===== src/rtl/fetch_stage.sv =====
// fetch_stage: instruction fetch with PC, single-outstanding imem request,
// one-entry skid buffer, discard state for in-flight flushes, and IF/ID reg.
//
// Ports:
//   clk, reset                 rising-edge clock, async active-high reset
//   PC_Stall, IF_ID_Stall      hazard-unit freeze (treated identically)
//   Branch_Taken/Target        EX-stage redirect; wins over stall
//   imem_req/addr              fetch request, address held until imem_ready
//   imem_ready/rdata           response strobe and instruction word
//   IF_ID_pc/instr/valid       pipeline register toward decode
//   perf_fetched/stall_cyc/flushes   only with FETCH_PERF_EN defined
//
// Optional feature macro: FETCH_PERF_EN (adds 32-bit event counters).

module fetch_stage #(
    parameter int unsigned      XLEN      = 32,
    parameter logic [XLEN-1:0]  RESET_PC  = '0,
    parameter logic [31:0]      NOP_INSTR = 32'h0000_0013
) (
    input  logic            clk,
    input  logic            reset,
    input  logic            PC_Stall,
    input  logic            IF_ID_Stall,
    input  logic            Branch_Taken,
    input  logic [XLEN-1:0] Branch_Target,
    output logic            imem_req,
    output logic [XLEN-1:0] imem_addr,
    input  logic            imem_ready,
    input  logic [31:0]     imem_rdata,
    output logic [XLEN-1:0] IF_ID_pc,
    output logic [31:0]     IF_ID_instr,
    output logic            IF_ID_valid
`ifdef FETCH_PERF_EN
    ,
    output logic [31:0]     perf_fetched,
    output logic [31:0]     perf_stall_cyc,
    output logic [31:0]     perf_flushes
`endif
);

    localparam logic [1:0] FETCH   = 2'd0;
    localparam logic [1:0] HOLD    = 2'd1;
    localparam logic [1:0] DISCARD = 2'd2;

    // Registered state
    logic [1:0]      state;
    logic [XLEN-1:0] pc;
    logic [XLEN-1:0] pend_tgt;
    logic [XLEN-1:0] skid_pc;
    logic [31:0]     skid_instr;
    logic            skid_valid;
    logic            active;
    logic [XLEN-1:0] ifid_pc;
    logic [31:0]     ifid_instr;
    logic            ifid_valid;

    // Next-state values
    logic [1:0]      state_n;
    logic [XLEN-1:0] pc_n;
    logic [XLEN-1:0] pend_tgt_n;
    logic [XLEN-1:0] skid_pc_n;
    logic [31:0]     skid_instr_n;
    logic            skid_valid_n;
    logic [XLEN-1:0] ifid_pc_n;
    logic [31:0]     ifid_instr_n;
    logic            ifid_valid_n;
    logic            load_real;

    logic            stall;
    logic            rsp;
    logic [XLEN-1:0] pc_inc;

    assign stall  = PC_Stall | IF_ID_Stall;
    assign pc_inc = pc + XLEN'(4);

    // The request stays low until the first edge after reset so that a
    // response can never be accepted for a request that was not issued.
    assign imem_req  = active & (state != HOLD);
    assign imem_addr = pc;
    assign rsp       = imem_req & imem_ready;

    assign IF_ID_pc    = ifid_pc;
    assign IF_ID_instr = ifid_instr;
    assign IF_ID_valid = ifid_valid;

    always_comb begin
        state_n      = state;
        pc_n         = pc;
        pend_tgt_n   = pend_tgt;
        skid_pc_n    = skid_pc;
        skid_instr_n = skid_instr;
        skid_valid_n = skid_valid;
        ifid_pc_n    = ifid_pc;
        ifid_instr_n = ifid_instr;
        ifid_valid_n = ifid_valid;
        load_real    = 1'b0;

        unique case (state)
            FETCH: begin
                if (Branch_Taken) begin
                    ifid_instr_n = NOP_INSTR;
                    ifid_valid_n = 1'b0;
                    // With no request in flight the redirect is immediate;
                    // otherwise the pending response must be drained first.
                    if (rsp || !active) begin
                        pc_n = Branch_Target;
                    end else begin
                        pend_tgt_n = Branch_Target;
                        state_n    = DISCARD;
                    end
                end else if (stall) begin
                    if (rsp) begin
                        skid_pc_n    = pc;
                        skid_instr_n = imem_rdata;
                        skid_valid_n = 1'b1;
                        pc_n         = pc_inc;
                        state_n      = HOLD;
                    end
                end else if (rsp) begin
                    ifid_pc_n    = pc;
                    ifid_instr_n = imem_rdata;
                    ifid_valid_n = 1'b1;
                    load_real    = 1'b1;
                    pc_n         = pc_inc;
                end else begin
                    ifid_instr_n = NOP_INSTR;
                    ifid_valid_n = 1'b0;
                end
            end

            HOLD: begin
                if (Branch_Taken) begin
                    skid_valid_n = 1'b0;
                    pc_n         = Branch_Target;
                    ifid_instr_n = NOP_INSTR;
                    ifid_valid_n = 1'b0;
                    state_n      = FETCH;
                end else if (!stall) begin
                    ifid_pc_n    = skid_pc;
                    ifid_instr_n = skid_instr;
                    ifid_valid_n = 1'b1;
                    load_real    = 1'b1;
                    skid_valid_n = 1'b0;
                    state_n      = FETCH;
                end
            end

            DISCARD: begin
                ifid_instr_n = NOP_INSTR;
                ifid_valid_n = 1'b0;
                if (Branch_Taken) begin
                    pend_tgt_n = Branch_Target;
                end
                // A redirect arriving with the response overrides pend_tgt.
                if (rsp) begin
                    pc_n    = Branch_Taken ? Branch_Target : pend_tgt;
                    state_n = FETCH;
                end
            end

            default: begin
                state_n = FETCH;
            end
        endcase
    end

    always_ff @(posedge clk or posedge reset) begin
        if (reset) begin
            state      <= FETCH;
            pc         <= RESET_PC;
            pend_tgt   <= RESET_PC;
            skid_pc    <= RESET_PC;
            skid_instr <= NOP_INSTR;
            skid_valid <= 1'b0;
            active     <= 1'b0;
            ifid_pc    <= RESET_PC;
            ifid_instr <= NOP_INSTR;
            ifid_valid <= 1'b0;
        end else begin
            state      <= state_n;
            pc         <= pc_n;
            pend_tgt   <= pend_tgt_n;
            skid_pc    <= skid_pc_n;
            skid_instr <= skid_instr_n;
            skid_valid <= skid_valid_n;
            active     <= 1'b1;
            ifid_pc    <= ifid_pc_n;
            ifid_instr <= ifid_instr_n;
            ifid_valid <= ifid_valid_n;
        end
    end

`ifdef FETCH_PERF_EN
    logic [31:0] cnt_fetched;
    logic [31:0] cnt_stall;
    logic [31:0] cnt_flush;

    always_ff @(posedge clk or posedge reset) begin
        if (reset) begin
            cnt_fetched <= '0;
            cnt_stall   <= '0;
            cnt_flush   <= '0;
        end else begin
            if (load_real) begin
                cnt_fetched <= cnt_fetched + 32'd1;
            end
            if (stall) begin
                cnt_stall <= cnt_stall + 32'd1;
            end
            if (Branch_Taken) begin
                cnt_flush <= cnt_flush + 32'd1;
            end
        end
    end

    assign perf_fetched   = cnt_fetched;
    assign perf_stall_cyc = cnt_stall;
    assign perf_flushes   = cnt_flush;
`else
    logic unused_load_real;
    assign unused_load_real = load_real;
`endif

endmodule


===== config.mk =====
export PLATFORM = sky130hd
export DESIGN_NAME = fetch_stage
export DESIGN_NICKNAME = d
export VERILOG_FILES = /design/src/rtl/fetch_stage.sv
export SDC_FILE = /design/constraint.sdc
export NUM_CORES = 1
export LEC_CHECK = 0
export CAP_MARGIN = 0
export CORE_MARGIN = 2
export CORE_UTILIZATION = 51
export DETAILED_ROUTE_END_ITERATION = 8
export PLACE_DENSITY = 0.78
export RECOVER_POWER = 25
export SYNTH_ARGS = -nofsm -noshare
export SYNTH_HDL_FRONTEND = slang
export SYNTH_SLANG_ARGS = --single-unit

===== constraint.sdc =====
create_clock -name clk -period 8.4 [get_ports clk]
set_clock_uncertainty 0.05 [all_clocks]
set_input_delay 1.68 -clock clk [delete_from_list [all_inputs] [get_ports clk]]
set_output_delay 1.68 -clock clk [all_outputs]
set_load 0.03 [all_outputs]

==> results of run 1 <==
[power by group]
part,switching [mW],internal (mW),total (mW)
logic,1.12,0.866,1.98
clock network,0.405,0.408,0.813
registers,0.363,1.35,1.71
[cells in the final DEF, fill, tap and decap left out, types with 4 or more instances in the layout]
| cell type | count |
|---|---|
| sky130_fd_sc_hd__dfrtp_1 | 190 |
| sky130_fd_sc_hd__a22o_1 | 4 |
| sky130_fd_sc_hd__buf_4 | 11 |
| sky130_fd_sc_hd__mux2i_1 | 38 |
| sky130_fd_sc_hd__a21o_1 | 5 |
| sky130_fd_sc_hd__clkdlybuf4s50_1 | 164 |
| sky130_fd_sc_hd__o31ai_1 | 10 |
| sky130_fd_sc_hd__inv_1 | 11 |
| sky130_fd_sc_hd__a221oi_1 | 16 |
| sky130_fd_sc_hd__a31oi_1 | 5 |
| sky130_fd_sc_hd__a22oi_1 | 41 |
| sky130_fd_sc_hd__nor3_1 | 8 |
| sky130_fd_sc_hd__nand4_1 | 9 |
| sky130_fd_sc_hd__a21oi_1 | 33 |
| sky130_fd_sc_hd__inv_6 | 4 |
| sky130_fd_sc_hd__clkbuf_16 | 17 |
| sky130_fd_sc_hd__nor2b_1 | 5 |
| sky130_fd_sc_hd__inv_8 | 4 |
| sky130_fd_sc_hd__dfstp_2 | 6 |
| sky130_fd_sc_hd__o21ai_0 | 103 |
| sky130_fd_sc_hd__and3_1 | 5 |
| sky130_fd_sc_hd__nand2_1 | 103 |
| sky130_fd_sc_hd__clkinv_8 | 4 |
| sky130_fd_sc_hd__mux2_2 | 96 |
| sky130_fd_sc_hd__a211oi_1 | 7 |
| sky130_fd_sc_hd__nand3_1 | 16 |
| sky130_fd_sc_hd__nor2_1 | 20 |
[how the worst max path moves through the flow]
stage / from / slack [ps] / to
3_3_place_gp: Branch_Taken / 3900 / IF_ID_instr[24]
5_1_grt: state[1] / 3850 / imem_req
4_1_cts: state[1] / 3950 / imem_req
3_5_place_dp: Branch_Taken / 3780 / IF_ID_instr[21]
2_1_floorplan: reset / 1340 / IF_ID_instr[10]
6_report: state[1] / 3960 / imem_req
[state kept, by name, indices dropped and copies added, names as in the netlist]
name	cells
IF_ID_instr	32
IF_ID_pc	32
IF_ID_valid	1
active	1
imem_addr	32
pend_tgt	32
skid_instr	32
skid_pc	32
state	2
[metal layers]
| layer | global-route usage (%) | routed length [um] | vias up |
|---|---|---|---|
| met5 | 0 | 0 | - |
| met4 | 9.21 | 676 | 0 |
| met3 | 5.60 | 1410 | 49 |
| met2 | 38.0 | 11200 | 276 |
| met1 | 34.7 | 10700 | 3725 |
| li1 | - | - | 3501 |
[layout make-up]
class | instances | area [um2]
Fill cell | 1461 | 6650
Sequential cell | 196 | 4910
Multi-Input combinational cell | 601 | 4260
Timing Repair Buffer | 178 | 1750
Clock buffer | 18 | 439
Tap cell | 234 | 293
Clock inverter | 14 | 159
Inverter | 13 | 56.3
[metrics by stage]
step / total power, mW / instances
final: 4.51 / 1254
after global routing: 4.78 / 1254
after CTS: 4.51 / 1254
after detailed placement: 3.69 / 1222
after global placement: 3.63 / 1222
after floorplan: 3.02 / 877
[worst reg2reg max path: stages (launching register included)]
cell and delay [ps]:
sky130_fd_sc_hd__dfrtp_1 430, sky130_fd_sc_hd__inv_1 110, sky130_fd_sc_hd__ha_1 280, sky130_fd_sc_hd__buf_4 260, sky130_fd_sc_hd__nor2_1 830, sky130_fd_sc_hd__and2_1 1050
sky130_fd_sc_hd__a22oi_1 230, sky130_fd_sc_hd__o21ai_0 240
[cell families after synthesis]
logic type	after synthesis	share of synthesized area [%]
AO/OA/AOI/OAI	269	18.3
XOR/XNOR	1	0.0916
adder cells (fa/ha/maj)	4	0.524
buffers and inverters	80	4.38
flip-flops	196	51.4
multiplexers	134	15.3
other	1	0.0392
AND/OR/NAND/NOR	192	10.0
==> Implementation_results.wiki, run 1 <==
{| class="wikitable"
! Metric !! Value
|-
| Syn nets || 951
|-
| Library cell contributing the largest single delay on the critical path || sky130_fd_sc_hd__clkdlybuf4s50_1
|-
| R2R setup slack || 4840 ps
|-
| Critical path startpoint category || flip-flop
|-
| Number of detailed-route iterations in the first pass || 5
|-
| Total negative setup slack || 0 ps
|-
| Share of synthesized registers carrying an async set or reset || 100%
|-
| Origin of the worst min-delay path || IF_ID_pc[26]
|-
| Ratio of routed vias to standard cells || 6.02
|-
| Largest fanout of any net on the critical path || 54
|-
| Die width || 141 um
|-
| Post-detailed-route DRC marker count || 0
|-
| Top area cells in the synthesized netlist || sky130_fd_sc_hd__dfrtp_1 50%, sky130_fd_sc_hd__mux2_2 11%, sky130_fd_sc_hd__o21ai_0 5.4%, sky130_fd_sc_hd__nand2_1 4.0%, sky130_fd_sc_hd__mux2i_1 4.0%
|-
| Setup Viol. Count Final || 0
|-
| # diodes || 0
|-
| Largest net degree at the start of global routing || 121
|-
| Global placement routability congestion || 0.864
|-
| Worst min-delay path class || flip-flop to flip-flop
|-
| Layout Utilization || 64.1%
|-
| Synth top area share || 49.7%
|-
| Insertion delay to the later sink of the worst-skew pair || 440 ps
|-
| Endpoint required time on the critical path || 6670 ps
|-
| Number of hold-repair buffers added at the cts stage || 0
|-
| Final Instance Area || 0.0119 mm2
|-
| Final number of hold-violating endpoints || 0
|-
| Initial standard-cell utilization of the core || 51.6%
|-
| Post-CTS setup repair buffer count || 0
|-
| PwrDens || 380 mW/mm2
|-
| Remaining Overflow, GRT || 0
|-
| Worst Max-Slew Pin Slew || 1200 ps
|-
| EDFF count, synth || 0
|-
| Crit path DAT || 2710 ps
|-
| Peak VDD IR || 0.251 mV
|-
| Family of cells with the greatest summed delay on the critical path || buffers and inverters
|-
| Final routed wire length divided by cell count || 19.1 um
|-
| FF-to-FF path depth || 7
|-
| Synthesis-stage register bit count || 196
|-
| Number of buffers created by CTS || 17
|-
| Layout net count || 1081
|-
| Worst hold path stage count || 2
|-
| Syn-to-layout area delta || 24.1%
|-
| Sink of the worst hold path || IF_ID_pc[26]
|-
| Number of max-capacitance violations reported || 0
|-
| Setup WS pre-CTS || 3780 ps
|-
| Total buffers and inverters traversed by the critical path || 3
|-
| Setup repair after global routing missed its margin || no
|-
| Die area || 0.0199 mm2
|-
| TritonCTS clock tree || done
|-
| First-pass GRT wire length || 39100 um
|-
| Cell count along the critical path || 5
|-
| Final Critical Period || 4440 ps
|-
| Main flop type after synthesis || sky130_fd_sc_hd__dfrtp_1
|-
| PnR worst setup slack || 3960 ps
|-
| Placed standard-cell area || 0.0113 mm2
|-
| Vertical die dimension || 141 um
|-
| Sum of net half-perimeters after detailed placement || 15900 um
|-
| Mean post-synth cell area || 10.9 um2
|-
| Leading area contributor after synthesis || sky130_fd_sc_hd__dfrtp_1
|-
| Cell row count || 50
|-
| Number of input and output port buffers inserted || 167
|-
| Wire length after detailed routing || 24000 um
|-
| Max Clk Rate || 225 MHz
|-
| Io pins || 168
|-
| Crit share post-route || 52.9%
|-
| Number of antenna violations at the first check in global routing || 0
|-
| Worst slew margin relative to its limit || 20.0%
|-
| List of most frequent post-synthesis cells || 190 x sky130_fd_sc_hd__dfrtp_1, 104 x sky130_fd_sc_hd__o21ai_0, 103 x sky130_fd_sc_hd__nand2_1
|-
| Path type of the worst setup path || flip-flop to primary output
|-
| CTS Root Cell || sky130_fd_sc_hd__clkbuf_16
|-
| Fraction of the yosys area taken by sequential cells || 51.4%
|-
| Count of yosys warnings during synthesis || 0
|-
| Routed via count || 7551
|-
| Final ANT Viol Nets || 0
|-
| Mapped cell area || 0.00956 mm2
|-
| Total track usage || 24.8%
|-
| Tightest hold margin || 432 ps
|-
| Sink count of the clock tree || 196
|-
| Count of cells resized by post-cts repair || 0
|-
| Clock H-tree levels || 4
|-
| Count of cell types in the netlist || 74
|-
| Leakage power figure || 4.78 nW
|-
| Count of routing violations after the opening detailed-route iteration || 737
|-
| Clock Path Buffers || 2
|-
| Clock transition at the registers of the reported paths || 70 ps
|-
| Ratio of cells with drive above 1 in the final layout || 17.0%
|-
| Cells along the critical path || inv_1 -> ha_2 -> buf_4 -> nor2b_1 -> clkdlybuf4s50_1
|-
| Number of global-route vias before repair || 7305
|-
| Startpoint of the worst-slack reg-to-reg timing path || state[1]
|-
| Endpoint of the lowest-slack register-to-register path || IF_ID_instr[21]
|-
| Critical Path Max Stage Delay || 650 ps
|-
| Leading cell type by number of instances after synthesis || sky130_fd_sc_hd__dfrtp_1
|-
| Total count of max-transition violations in the final report || 0
|-
| Area inside the core boundary || 0.0185 mm2
|-
| Synthesized instance count || 877
|-
| Type of destination of the critical path || primary output
|-
| Result of the run || finished clean
|}
(Power assumes the default switching activity.)
==> run 2: changes to the inputs <==
- clock period: 8.4 -> 4.6 ns (I/O delays scaled with it)
==> Implementation_results.wiki, run 2 (synthesis gave the netlist of run 1 again) <==
{| class="wikitable"
! Metric !! Value
|-
| Insertion delay to the later sink of the worst-skew pair || 440 ps
|-
| Total negative setup slack || 0 ps
|-
| Library cell contributing the largest single delay on the critical path || sky130_fd_sc_hd__clkdlybuf4s50_1
|-
| Number of antenna violations at the first check in global routing || 0
|-
| Type of destination of the critical path || primary output
|-
| Final ANT Viol Nets || 0
|-
| Layout net count || 1090
|-
| Violated checks || capacitance limit, slew limit
|-
| CTS Root Cell || sky130_fd_sc_hd__clkbuf_16
|-
| # diodes || 0
|-
| Largest fanout of any net on the critical path || 26
|-
| Sink count of the clock tree || 196
|-
| TritonCTS clock tree || done
|-
| Worst min-delay path class || flip-flop to flip-flop
|-
| Final routed wire length divided by cell count || 19.3 um
|-
| Count of cells resized by post-cts repair || 0
|-
| Clock transition at the registers of the reported paths || 80 ps
|-
| Number of input and output port buffers inserted || 167
|-
| Total buffers and inverters traversed by the critical path || 3
|-
| Area inside the core boundary || 0.0185 mm2
|-
| Die width || 141 um
|-
| Ratio of routed vias to standard cells || 6.03
|-
| Number of hold-repair buffers added at the cts stage || 0
|-
| Max Clk Rate || 284 MHz
|-
| Peak VDD IR || 0.515 mV
|-
| Cells along the critical path || inv_1 -> ha_2 -> buf_4 -> nor2b_1 -> clkdlybuf4s50_1
|-
| Ratio of cells with drive above 1 in the final layout || 17.6%
|-
| Cell row count || 50
|-
| PnR worst setup slack || 1080 ps
|-
| Family of cells with the greatest summed delay on the critical path || buffers and inverters
|-
| Critical Path Max Stage Delay || 740 ps
|-
| Clock Path Buffers || 2
|-
| Remaining Overflow, GRT || 0
|-
| Total count of max-transition violations in the final report || 34
|-
| Result of the run || complete, but fails checks
|-
| Worst Max-Slew Pin Slew || 1690 ps
|-
| Critical path startpoint category || flip-flop
|-
| Number of max-capacitance violations reported || 1
|-
| Post-detailed-route DRC marker count || 0
|-
| Post-CTS setup repair buffer count || 0
|-
| First-pass GRT wire length || 39100 um
|-
| Endpoint required time on the critical path || 3630 ps
|-
| Sum of net half-perimeters after detailed placement || 16700 um
|-
| Die area || 0.0199 mm2
|-
| Largest net degree at the start of global routing || 104
|-
| Most common cell after layout, fill and taps aside || sky130_fd_sc_hd__dfrtp_1
|-
| Setup WS pre-CTS || 1170 ps
|-
| Cell count along the critical path || 5
|-
| Vertical die dimension || 141 um
|-
| FF-to-FF path depth || 8
|-
| Final number of hold-violating endpoints || 0
|-
| Count of routing violations after the opening detailed-route iteration || 696
|-
| Setup repair after global routing missed its margin || no
|-
| Clock H-tree levels || 4
|-
| Number of detailed-route iterations in the first pass || 7
|-
| Total track usage || 25.0%
|-
| Worst slew margin relative to its limit || -12.5%
|-
| Worst hold path stage count || 2
|-
| Top library cells by usage in the layout, fill and taps aside || 190 x sky130_fd_sc_hd__dfrtp_1, 165 x sky130_fd_sc_hd__clkdlybuf4s50_1, 103 x sky130_fd_sc_hd__nand2_1, 103 x sky130_fd_sc_hd__o21ai_0, 96 x sky130_fd_sc_hd__mux2_2
|-
| Number of buffers created by CTS || 17
|-
| Final Critical Period || 3520 ps
|-
| Setup Viol. Count Final || 0
|-
| Initial standard-cell utilization of the core || 51.6%
|-
| Crit path DAT || 2550 ps
|-
| Path type of the worst setup path || flip-flop to primary output
|-
| Number of global-route vias before repair || 7237
|-
| Crit share post-route || 76.5%
|-
| Io pins || 168
|-
| Leakage power figure || 4.82 nW
|-
| Global placement routability congestion || 0.899
|-
| Syn-to-layout area delta || 24.8%
|-
| Wire length after detailed routing || 24400 um
|-
| Routed via count || 7611
|-
| PwrDens || 697 mW/mm2
|}
run 2: changes by cell type in the layout (fill, tap and decap cells not counted):
cell and change:
sky130_fd_sc_hd__clkinvlp_4 +1, sky130_fd_sc_hd__clkbuf_4 +1, sky130_fd_sc_hd__buf_12 +1, sky130_fd_sc_hd__clkbuf_1 +1, sky130_fd_sc_hd__clkinv_4 -1, sky130_fd_sc_hd__clkinvlp_2 +1, sky130_fd_sc_hd__inv_8 +1, sky130_fd_sc_hd__buf_4 +6
sky130_fd_sc_hd__clkdlybuf4s50_1 +1, sky130_fd_sc_hd__dlygate4sd3_1 -1, sky130_fd_sc_hd__clkinv_8 -1, sky130_fd_sc_hd__inv_6 -1
run 2: worst paths after layout:
kind	start	slack (ps)	endpoint
max	state[1]	1080	imem_req
max reg2reg	state[1]	1470	IF_ID_pc[5]
max in group asynchronous	reset	1310	IF_ID_pc[14]
min in group asynchronous	reset	1130	skid_pc[5]
min	IF_ID_pc[20]	430	IF_ID_pc[20]
min reg2reg	IF_ID_pc[20]	430	IF_ID_pc[20]
run 2: report_power, final:
part / switching (mW) / internal, mW / leakage, nW
clock network: 0.732 / 0.744 / 0.286
logic: 2.07 / 1.63 / 2.08
registers: 0.670 / 2.47 / 2.45
total: 3.48 / 4.84 / 4.82
run 2: worst register-to-register path: cells and delay by family (launching register included):
| kind | cells | cell delay (ps) |
|---|---|---|
| AO/OA/AOI/OAI | 1 | 120 |
| adder cells (fa/ha/maj) | 1 | 220 |
| buffers and inverters | 2 | 350 |
| flip-flops | 1 | 420 |
| multiplexers | 1 | 110 |
| AND/OR/NAND/NOR | 3 | 1700 |
run 2: final cells by class:
| class | instances | area [um2] |
|---|---|---|
| sequential | 196 | 4910 |
| fill | 1471 | 6580 |
| clock inverter | 14 | 155 |
| timing repair buffer | 187 | 1830 |
| tap | 234 | 293 |
| clock buffer | 18 | 439 |
| multi-input combinational | 601 | 4260 |
| inverter | 13 | 50.0 |
run 2: per-layer routing:
metal | up-vias | part of all wire, % | track usage [%]
li1 | 3531 | - | -
met1 | 3737 | 43 | 36.1
met2 | 304 | 48 | 38.7
met3 | 39 | 6.7 | 4.45
met4 | 0 | 2.3 | 8.32
met5 | - | 0 | 0
run 2: per-stage QoR:
stage | power (mW) | hold WS [ps] | instance area (um2) | utilization (%) | std cells
2_1_floorplan | 5.51 | 399 | 9560 | - | 877
3_3_place_gp | 6.69 | 412 | 11400 | 61.3 | 1231
3_5_place_dp | 6.83 | 419 | 11400 | 61.3 | 1231
4_1_cts | 8.31 | 438 | 12000 | 64.6 | 1263
5_1_grt | 8.80 | 459 | 11900 | 64.5 | 1263
6_report | 8.32 | 433 | 11900 | 64.5 | 1263
